File: src/rtl/simeck_rev_keygen_if.sv
// rtl/simeck_rev_keygen_if.sv - handshake bundle between the reverse key generator and its consumer
interface simeck_rev_keygen_if #(
    parameter int DATAW = 16,
    parameter int CW    = 6
);
    logic               start;
    logic [4*DATAW-1:0] key;
    logic               z_bit;
    logic [CW-1:0]      rnd_idx;
    logic [DATAW-1:0]   rkey;
    logic               rkey_valid;
    logic               rkey_ready;
    logic               busy;
    logic               done;

    modport master (
        output start, key, z_bit, rkey_ready,
        input  rnd_idx, rkey, rkey_valid, busy, done
    );

    modport slave (
        input  start, key, z_bit, rkey_ready,
        output rnd_idx, rkey, rkey_valid, busy, done
    );
endinterface

File: src/rtl/simeck_rev_keygen.sv
// rtl/simeck_rev_keygen.sv - Simeck key schedule run forward to the end, then replayed backwards one key per handshake
module simeck_rev_keygen #(
    parameter int DATAW  = 16,
    parameter int ROUNDS = 32,
    parameter int CW     = 6
) (
    input  logic                 clk,
    input  logic                 reset,
    simeck_rev_keygen_if.slave   bus
);
    typedef enum logic [1:0] {IDLE, FWD, REV} state_t;

    localparam logic [CW-1:0] LAST_IDX = CW'(ROUNDS - 1);

    state_t           state, state_nxt;
    logic [DATAW-1:0] t0, t1, t2, t3;
    logic [DATAW-1:0] rkey_q;
    logic [CW-1:0]    cnt;
    logic             rkey_valid_q;
    logic             done_q;
    logic             exhausted;
    logic [DATAW-1:0] cz, fwd_new, rev_new;
    logic             rev_step, rev_finish;

    function automatic logic [DATAW-1:0] f(input logic [DATAW-1:0] x);
        return (x & {x[DATAW-6:0], x[DATAW-1:DATAW-5]}) ^ {x[DATAW-2:0], x[DATAW-1]};
    endfunction

    assign cz      = {{(DATAW-2){1'b1}}, 1'b0, bus.z_bit};
    assign fwd_new = t0 ^ f(t1) ^ cz;
    assign rev_new = t3 ^ f(t0) ^ cz;

    // exhausted marks that k0 has been produced; the counter itself parks at 0
    assign rev_step   = (state == REV) && !exhausted && (!rkey_valid_q || bus.rkey_ready);
    assign rev_finish = (state == REV) && exhausted && rkey_valid_q && bus.rkey_ready;

    always_ff @(posedge clk) begin
        if (reset) state <= IDLE;
        else       state <= state_nxt;
    end

    always_comb begin
        state_nxt = state;
        case (state)
            IDLE:    if (bus.start) state_nxt = FWD;
            FWD:     if (cnt == LAST_IDX) state_nxt = REV;
            REV:     if (rev_finish) state_nxt = IDLE;
            default: state_nxt = IDLE;
        endcase
    end

    always_comb begin
        bus.busy    = (state != IDLE);
        bus.rnd_idx = (state == IDLE) ? '0 : cnt;
    end

    assign bus.rkey       = rkey_q;
    assign bus.rkey_valid = rkey_valid_q;
    assign bus.done       = done_q;

    always_ff @(posedge clk) begin
        if (reset) begin
            t0 <= '0; t1 <= '0; t2 <= '0; t3 <= '0;
            cnt          <= '0;
            rkey_q       <= '0;
            rkey_valid_q <= 1'b0;
            done_q       <= 1'b0;
            exhausted    <= 1'b0;
        end else begin
            done_q <= 1'b0;
            case (state)
                IDLE: begin
                    if (bus.start) begin
                        t0 <= bus.key[DATAW-1:0];
                        t1 <= bus.key[2*DATAW-1:DATAW];
                        t2 <= bus.key[3*DATAW-1:2*DATAW];
                        t3 <= bus.key[4*DATAW-1:3*DATAW];
                        cnt       <= '0;
                        exhausted <= 1'b0;
                    end
                end
                FWD: begin
                    t0 <= t1; t1 <= t2; t2 <= t3; t3 <= fwd_new;
                    if (cnt != LAST_IDX) cnt <= cnt + CW'(1);
                end
                REV: begin
                    if (rev_step) begin
                        t3 <= t2; t2 <= t1; t1 <= t0; t0 <= rev_new;
                        rkey_q       <= rev_new;
                        rkey_valid_q <= 1'b1;
                        if (cnt == '0) exhausted <= 1'b1;
                        else           cnt <= cnt - CW'(1);
                    end else if (rev_finish) begin
                        rkey_valid_q <= 1'b0;
                        done_q       <= 1'b1;
                    end
                end
                default: ;
            endcase
        end
    end
endmodule
File: src/flat_wrapper.sv
// flat-port wrapper written by rule: the top's interface ports become plain ports
module simeck_rev_keygen_flat 
#(
    parameter int DATAW  = 16,
    parameter int ROUNDS = 32,
    parameter int CW     = 6
)
  (clk, reset, bus_start, bus_key, bus_z_bit, bus_rkey_ready, bus_rnd_idx, bus_rkey, bus_rkey_valid, bus_busy, bus_done);
  simeck_rev_keygen_if #(.DATAW(DATAW), .CW(CW)) bus_i ();
  input  logic clk;
  input  logic reset;
  input wire logic [$bits(bus_i.start)-1:0] bus_start;
  input wire logic [$bits(bus_i.key)-1:0] bus_key;
  input wire logic [$bits(bus_i.z_bit)-1:0] bus_z_bit;
  input wire logic [$bits(bus_i.rkey_ready)-1:0] bus_rkey_ready;
  output wire logic [$bits(bus_i.rnd_idx)-1:0] bus_rnd_idx;
  output wire logic [$bits(bus_i.rkey)-1:0] bus_rkey;
  output wire logic [$bits(bus_i.rkey_valid)-1:0] bus_rkey_valid;
  output wire logic [$bits(bus_i.busy)-1:0] bus_busy;
  output wire logic [$bits(bus_i.done)-1:0] bus_done;
  assign bus_i.start = bus_start;
  assign bus_i.key = bus_key;
  assign bus_i.z_bit = bus_z_bit;
  assign bus_i.rkey_ready = bus_rkey_ready;
  assign bus_rnd_idx = bus_i.rnd_idx;
  assign bus_rkey = bus_i.rkey;
  assign bus_rkey_valid = bus_i.rkey_valid;
  assign bus_busy = bus_i.busy;
  assign bus_done = bus_i.done;
  simeck_rev_keygen #(.DATAW(DATAW), .ROUNDS(ROUNDS), .CW(CW)) u_core (.clk(clk), .reset(reset), .bus(bus_i));
endmodule
File: config.mk
export PLATFORM = sky130hd
export DESIGN_NAME = simeck_rev_keygen_flat
export DESIGN_NICKNAME = d
export VERILOG_FILES = /design/src/rtl/simeck_rev_keygen_if.sv /design/src/rtl/simeck_rev_keygen.sv /design/src/flat_wrapper.sv
export SDC_FILE = /design/constraint.sdc
export NUM_CORES = 1
export LEC_CHECK = 0
export ABC_AREA = 0
export BUFFER_PORTS_ARGS = -buffer_cell sky130_fd_sc_hd__buf_2
export CORE_ASPECT_RATIO = 0.7
export CORE_MARGIN = 4
export CORE_UTILIZATION = 40
export CTS_CLUSTER_DIAMETER = 50
export DETAILED_ROUTE_END_ITERATION = 10
export PLACE_DENSITY = 0.71
export SYNTH_ARGS = -nofsm -noshare
export SYNTH_HDL_FRONTEND = slang
export SYNTH_SLANG_ARGS = --single-unit
File: constraint.sdc
create_clock -name clk -period 3.05 [get_ports clk]
set_clock_uncertainty 0.05 [all_clocks]
set_input_delay 0.305 -clock clk [delete_from_list [all_inputs] [get_ports clk]]
set_output_delay 0.305 -clock clk [all_outputs]
set_load 0.01 [all_outputs]
; ---- After elaboration in Yosys (flattened, before gate mapping)
; Cells that the tools add are included.
[op_classes]
n_addsub = 2
mux = 29
n_reduce_logical = 21
eq_ne = 11
bitwise_logic = 9
[ops]
columns = op, n
row1 = 16-bit one-hot mux with 3 select lines, 4
row2 = 16-bit 2-to-1 mux, 8
row3 = 16-bit bitwise XOR, 6
row4 = 16-bit AND, 2
row5 = 6-bit 2-to-1 mux, 5
row6 = 6-bit one-hot mux with 3 select lines, 1
row7 = 2-bit by 1-bit inequality test with 1-bit output (second input constant), 4
row8 = 6-bit by 1-bit adder with 6-bit output (second input constant), 1
row9 = 6-bit by 5-bit == test with 1-bit output (second input constant), 1
row10 = 6-bit zero test, 1
row11 = 1-bit 2-to-1 mux, 6
row12 = 2-bit 2-to-1 mux, 3
row13 = 2-bit inequality test (second input constant), 3
row14 = 6-bit by 5-bit inequality test with 1-bit output (second input constant), 1
row15 = 2-bit one-hot mux with 3 select lines, 1
row16 = 3-bit AND reduction, 2
row17 = 2-bit nonzero test, 3
row18 = 6-bit by 1-bit subtractor with 6-bit output (second input constant), 1
row19 = 1-bit logical AND, 5
row20 = 5-bit AND reduction, 1
row21 = 2-bit AND reduction, 2
row22 = 4-bit AND reduction, 1
row23 = 3-bit nonzero test, 1
row24 = 3-bit OR reduction, 1
row25 = 7 further kinds, 8
[totals]
out_inout_bits = 25
regBits = 91
word_cells = 82
inputBits = 69

; ---- Logic depth before layout (Yosys ltp)
[depth]
ltp_word = 6
mapped_depth = 11
depth_no_buf = 9

; ---- Least setup slack after synthesis
; Ideal clock, no wire load.
[synth_timing]
path_kind = reg-to-reg
from = reg u_core.state[0]
to = reg u_core.cnt[4]
setup_time_ns = 0.116
n_path_buf = 2
period_less_slack_ns = 2.478
required_time_ns = 2.884
slack_ns = 0.572
arrival_time_ns = 2.311
path_stages_with_launch = 12
path_cell_list = dfxtp_1 > inv_1 > ha_1 > buf_2 > buf_1 > xor2_1 > ha_1 > o21a_1 > o22a_1 > a21oi_1 > xnor2_1 > a31o_2
[synth_between]
elab_chain_len = 5
elab_cells_between_ends = 12
classes_between = eq/ne: 6 / mux: 1 / reduce/logical: 5
[synth_rtl]
columns = element, line_no
row1 = from (decl), simeck_rev_keygen.sv:15  ; state_t state, state_nxt;
row2 = from (signal assigned), simeck_rev_keygen.sv:39  ; else state <= state_nxt;
row3 = 2-bit == test, "simeck_rev_keygen.sv:34, simeck_rev_keygen.sv:71"
row4 = 1-bit logical AND (2 in series), simeck_rev_keygen.sv:34  ; assign rev_step = (state == REV) && !exhausted && (!rkey_valid_q || bus.rkey_ready);
row5 = 2-bit by 1-bit inequality test with 1-bit output (no source line), n/a
row6 = 5-bit AND reduction (no source line), n/a
row7 = to (signal assigned), simeck_rev_keygen.sv:84  ; if (cnt != LAST_IDX) cnt <= cnt + CW'(1);
row8 = to (signal assigned), simeck_rev_keygen.sv:92  ; else cnt <= cnt - CW'(1);
row9 = to (decl), simeck_rev_keygen.sv:18  ; logic [CW-1:0] cnt;
; Several ways; a longest one is shown, not always the timed one.
; A chain may end at the register's enable or synchronous reset.

; ---- Final worst setup path
[layout_timing]
from = reg u_core.state[0]
to = reg u_core.cnt[5]
; Same word-level chain as after synthesis.

==> impl_metrics.yaml <==
pwr:
  p_per_area_nw_per_um2: 592
  power_mw: 3.83
  power_leakage_nw: 2.39
  vdd_drop_max_uv: 299
logic_synthesis:
  synth_compound_area_share_pct: 29.3
  yosysUniqueCellTypes: 50
  postSynthAreaPerCell_um2: 7.81
  syn_inst: 714
  synth_top_family_by_area: "compound AO/OA/AOI/OAI gates"
  async_flop_share_pct: 0
  synthAdderAreaFrac_pct: 1.80
  synth_top_flop_cell: "dfxtp_1"
  ys_seq_area_share_pct: 32.7
  synth_mux_area_share_pct: 1.98
  netlist_area_um2: 5570
  ys_ff_latch: 91
  synth_edf_count: 0
  post_synth_xor_area_fraction_pct: 11.2
  yosysWarnings: 0
  synth-simple-area-share_pct: 16.9
  synth_fp_nets: 791
setup_path:
  critical_path_class: "reg2reg"
  r2r_setup_slack_ns: 0.33
  slowest_stage: "ha_1"
  r2r_start: "u_core.state[0]"
  endpoint: "u_core.cnt[5]"
  r2r-end: "u_core.cnt[5]"
  critPathMaxStageDelay_ns: 0.54
  start_kind: "flip-flop"
  cp_cell_sequence: "inv_1 > ha_1 > ha_1 > and3b_1 > a2111oi_0 > o311ai_0 > o311ai_0"
  cp.required_ns: 3.25
  cp-end-kind: "flip-flop"
  cp_max_fo: 15
  startpoint: "u_core.state[0]"
  r2r_cells: 7
  cp.arrival_ns: 2.92
clocking:
  numCtsBuffers: 9
  root_buffer: "clkbuf_16"
  cts_resized: 0
  h-tree-depth: 3
  clock_latency_ns: 0.35
  cts_sinks: 91
  path_clk_slew_ns: 0.07
  postCtsSetupBuffers: 0
  cts_hold_buf: 0
  cts_buffer_depth: 2
  cts_tree: "done"
global_routing:
  grt_pass1_vias: 4704
  grt_pass1_wl_um: 26300
  grt_usage_pct: 20.8
  grt_max_degree: 60
  overflow: 0
  antenna_found_initial: 0
cells_and_area:
  finalInstanceArea_um2: 6480
  nets: 835
  antenna_cells: 0
  drive_gt1_share_pct: 19.0
  final_cells: 947
  area_delta_synth_final_pct: 16.2
  final_util_pct: 48.3
timing:
  worst_pin_slew_ns: 0.820
  rsz0062_at_grt: "false"
  whs_ns: 0.197
  fin_crit_ns: 2.72
  worst_slack_ns: 0.331
  setup_tns_ns: 0
  slew_violations: 0
  setup_viol_count_final: 0
  final_hold_viol_count: 0
  timing.fmax_mhz: 368
  post-route-period-util_pct: 89.2
  timing.slew.headroom_pct: 45.3
run:
  cap_violations: 0
route:
  drc_errors: 0
  post_drt_wl_per_cell_um: 18.0
  wl_um: 17000
  drtPass1Iterations: 5
  postRouteAntennaNets: 0
  via_count: 5402
  vias_per_cell: 5.70
  drt_iter0_drc: 570
placed_design:
  dp_slack_ns: 0.415
  gp_congestion: 0.847
  placed_cells: 932
  dpl_cell_area_um2: 6130
  dp_hpwl_um: 11700
  port_buffers: 93
die:
  io_pins: 94
  dieArea_um2: 15900
  die_x_um: 149
  start_util_pct: 41.6
  core.rowCount: 35
  die_y_um: 107
  coreArea_um2: 13400
run_status:
  status: "completed"
min_path:
  hold_path_class: "in2reg"
[where the power goes]
group          internal (mW)  switching [mW]  total [mW]
Combinational          0.432           0.575        1.01
Clock                  0.841           0.482        1.32
Sequential              1.31           0.198        1.50
Total                   2.58            1.26        3.83
[sequential cells by signal, indices dropped and copies added, names as in the netlist]
register and flops:
u_core.bus.done 1, u_core.bus.rkey 16, u_core.bus.rkey_valid 1, u_core.cnt 6, u_core.exhausted 1, u_core.state 2
u_core.t0 16, u_core.t1 16, u_core.t2 16, u_core.t3 16
[per-layer routing]
layer  up-vias  GRT usage (%)  wire length [µm]  share of wire (%)
met5         -              0                 0                  0
met4         0           4.18               155               0.91
met3        15           5.03              1470                8.7
met2       242           28.4              7020                 41
met1      2526           32.7              8370                 49
li1       2619              -                 -                  -
[critical path: cells and delay by family (launching register included)]
family                     cells  cell delay [ns]
DFF                            1             0.35
adders and majority gates      2             0.92
buffers and inverters          1             0.16
and+or+nand+nor                1             0.19
AOI/OAI and AO/OA              3             0.95
[Yosys cell counts (6+ instances only)]
master,instances,area share [%]
inv_1,9,0.61
a21oi_1,67,6.0
nand2_1,138,9.3
xor2_1,11,1.7
clkbuf_1,60,4.0
a31o_2,9,1.4
a22oi_1,56,7.5
xnor2_1,55,8.6
dfxtp_1,91,33
buf_2,11,0.99
nor2_1,49,3.3
a211o_1,16,2.5
mux2i_1,11,2.0
a2111oi_2,8,2.2
a211oi_1,6,0.81
nor2b_1,7,0.79
o211ai_1,45,6.1
ha_1,8,1.8
[kinds of logic after synthesis]
group,Yosys count
flops,91
fa+ha+maj,8
simple gates,224
mux,11
compound gates,227
xor+xnor,68
buf+inv,85
[cell usage in the layout (no fill, tap or decap), types with 3 or more instances in the layout]
cell and n:
clkbuf_16 9, nor2b_1 7, a21oi_1 67, bufinv_16 3, a211oi_1 6, nand3_1 5
nand4_1 5, nand2_1 138, dfxtp_1 91, buf_2 93, nand4b_1 3, xnor2_1 55
mux2i_1 11, a2111oi_2 8, nor3_1 3, buf_4 13, a22oi_1 56, a31o_2 9
inv_1 9, o211ai_1 45, xor2_1 11, a211o_1 16, ha_1 5, o21ai_0 5
nor2_1 49
[area by class of cell]
type                            instances  area, µm²
Clock inverter                          4       97.6
Fill cell                            1324       6920
Tap cell                              185        231
Inverter                               10       37.5
Multi-Input combinational cell        538       3430
Timing Repair Buffer                  108        603
Clock buffer                           11        253
Sequential cell                        91       1820
[worst min-delay path by stage]
stage                      from               to  slack [ns]  cells past startpoint
2_1_floorplan  u_core.exhausted  u_core.bus.done        0.40                      2
3_3_place_gp       u_core.t2[1]     u_core.t2[1]        0.41                      2
3_5_place_dp       u_core.t2[1]     u_core.t2[1]        0.42                      2
4_1_cts             bus_key[28]    u_core.t1[12]        0.19                      3
5_1_grt             bus_key[42]    u_core.t2[10]        0.22                      3
6_report            bus_key[44]    u_core.t2[12]        0.20                      3
No activity file was read; power rests on OpenSTA's default activity.
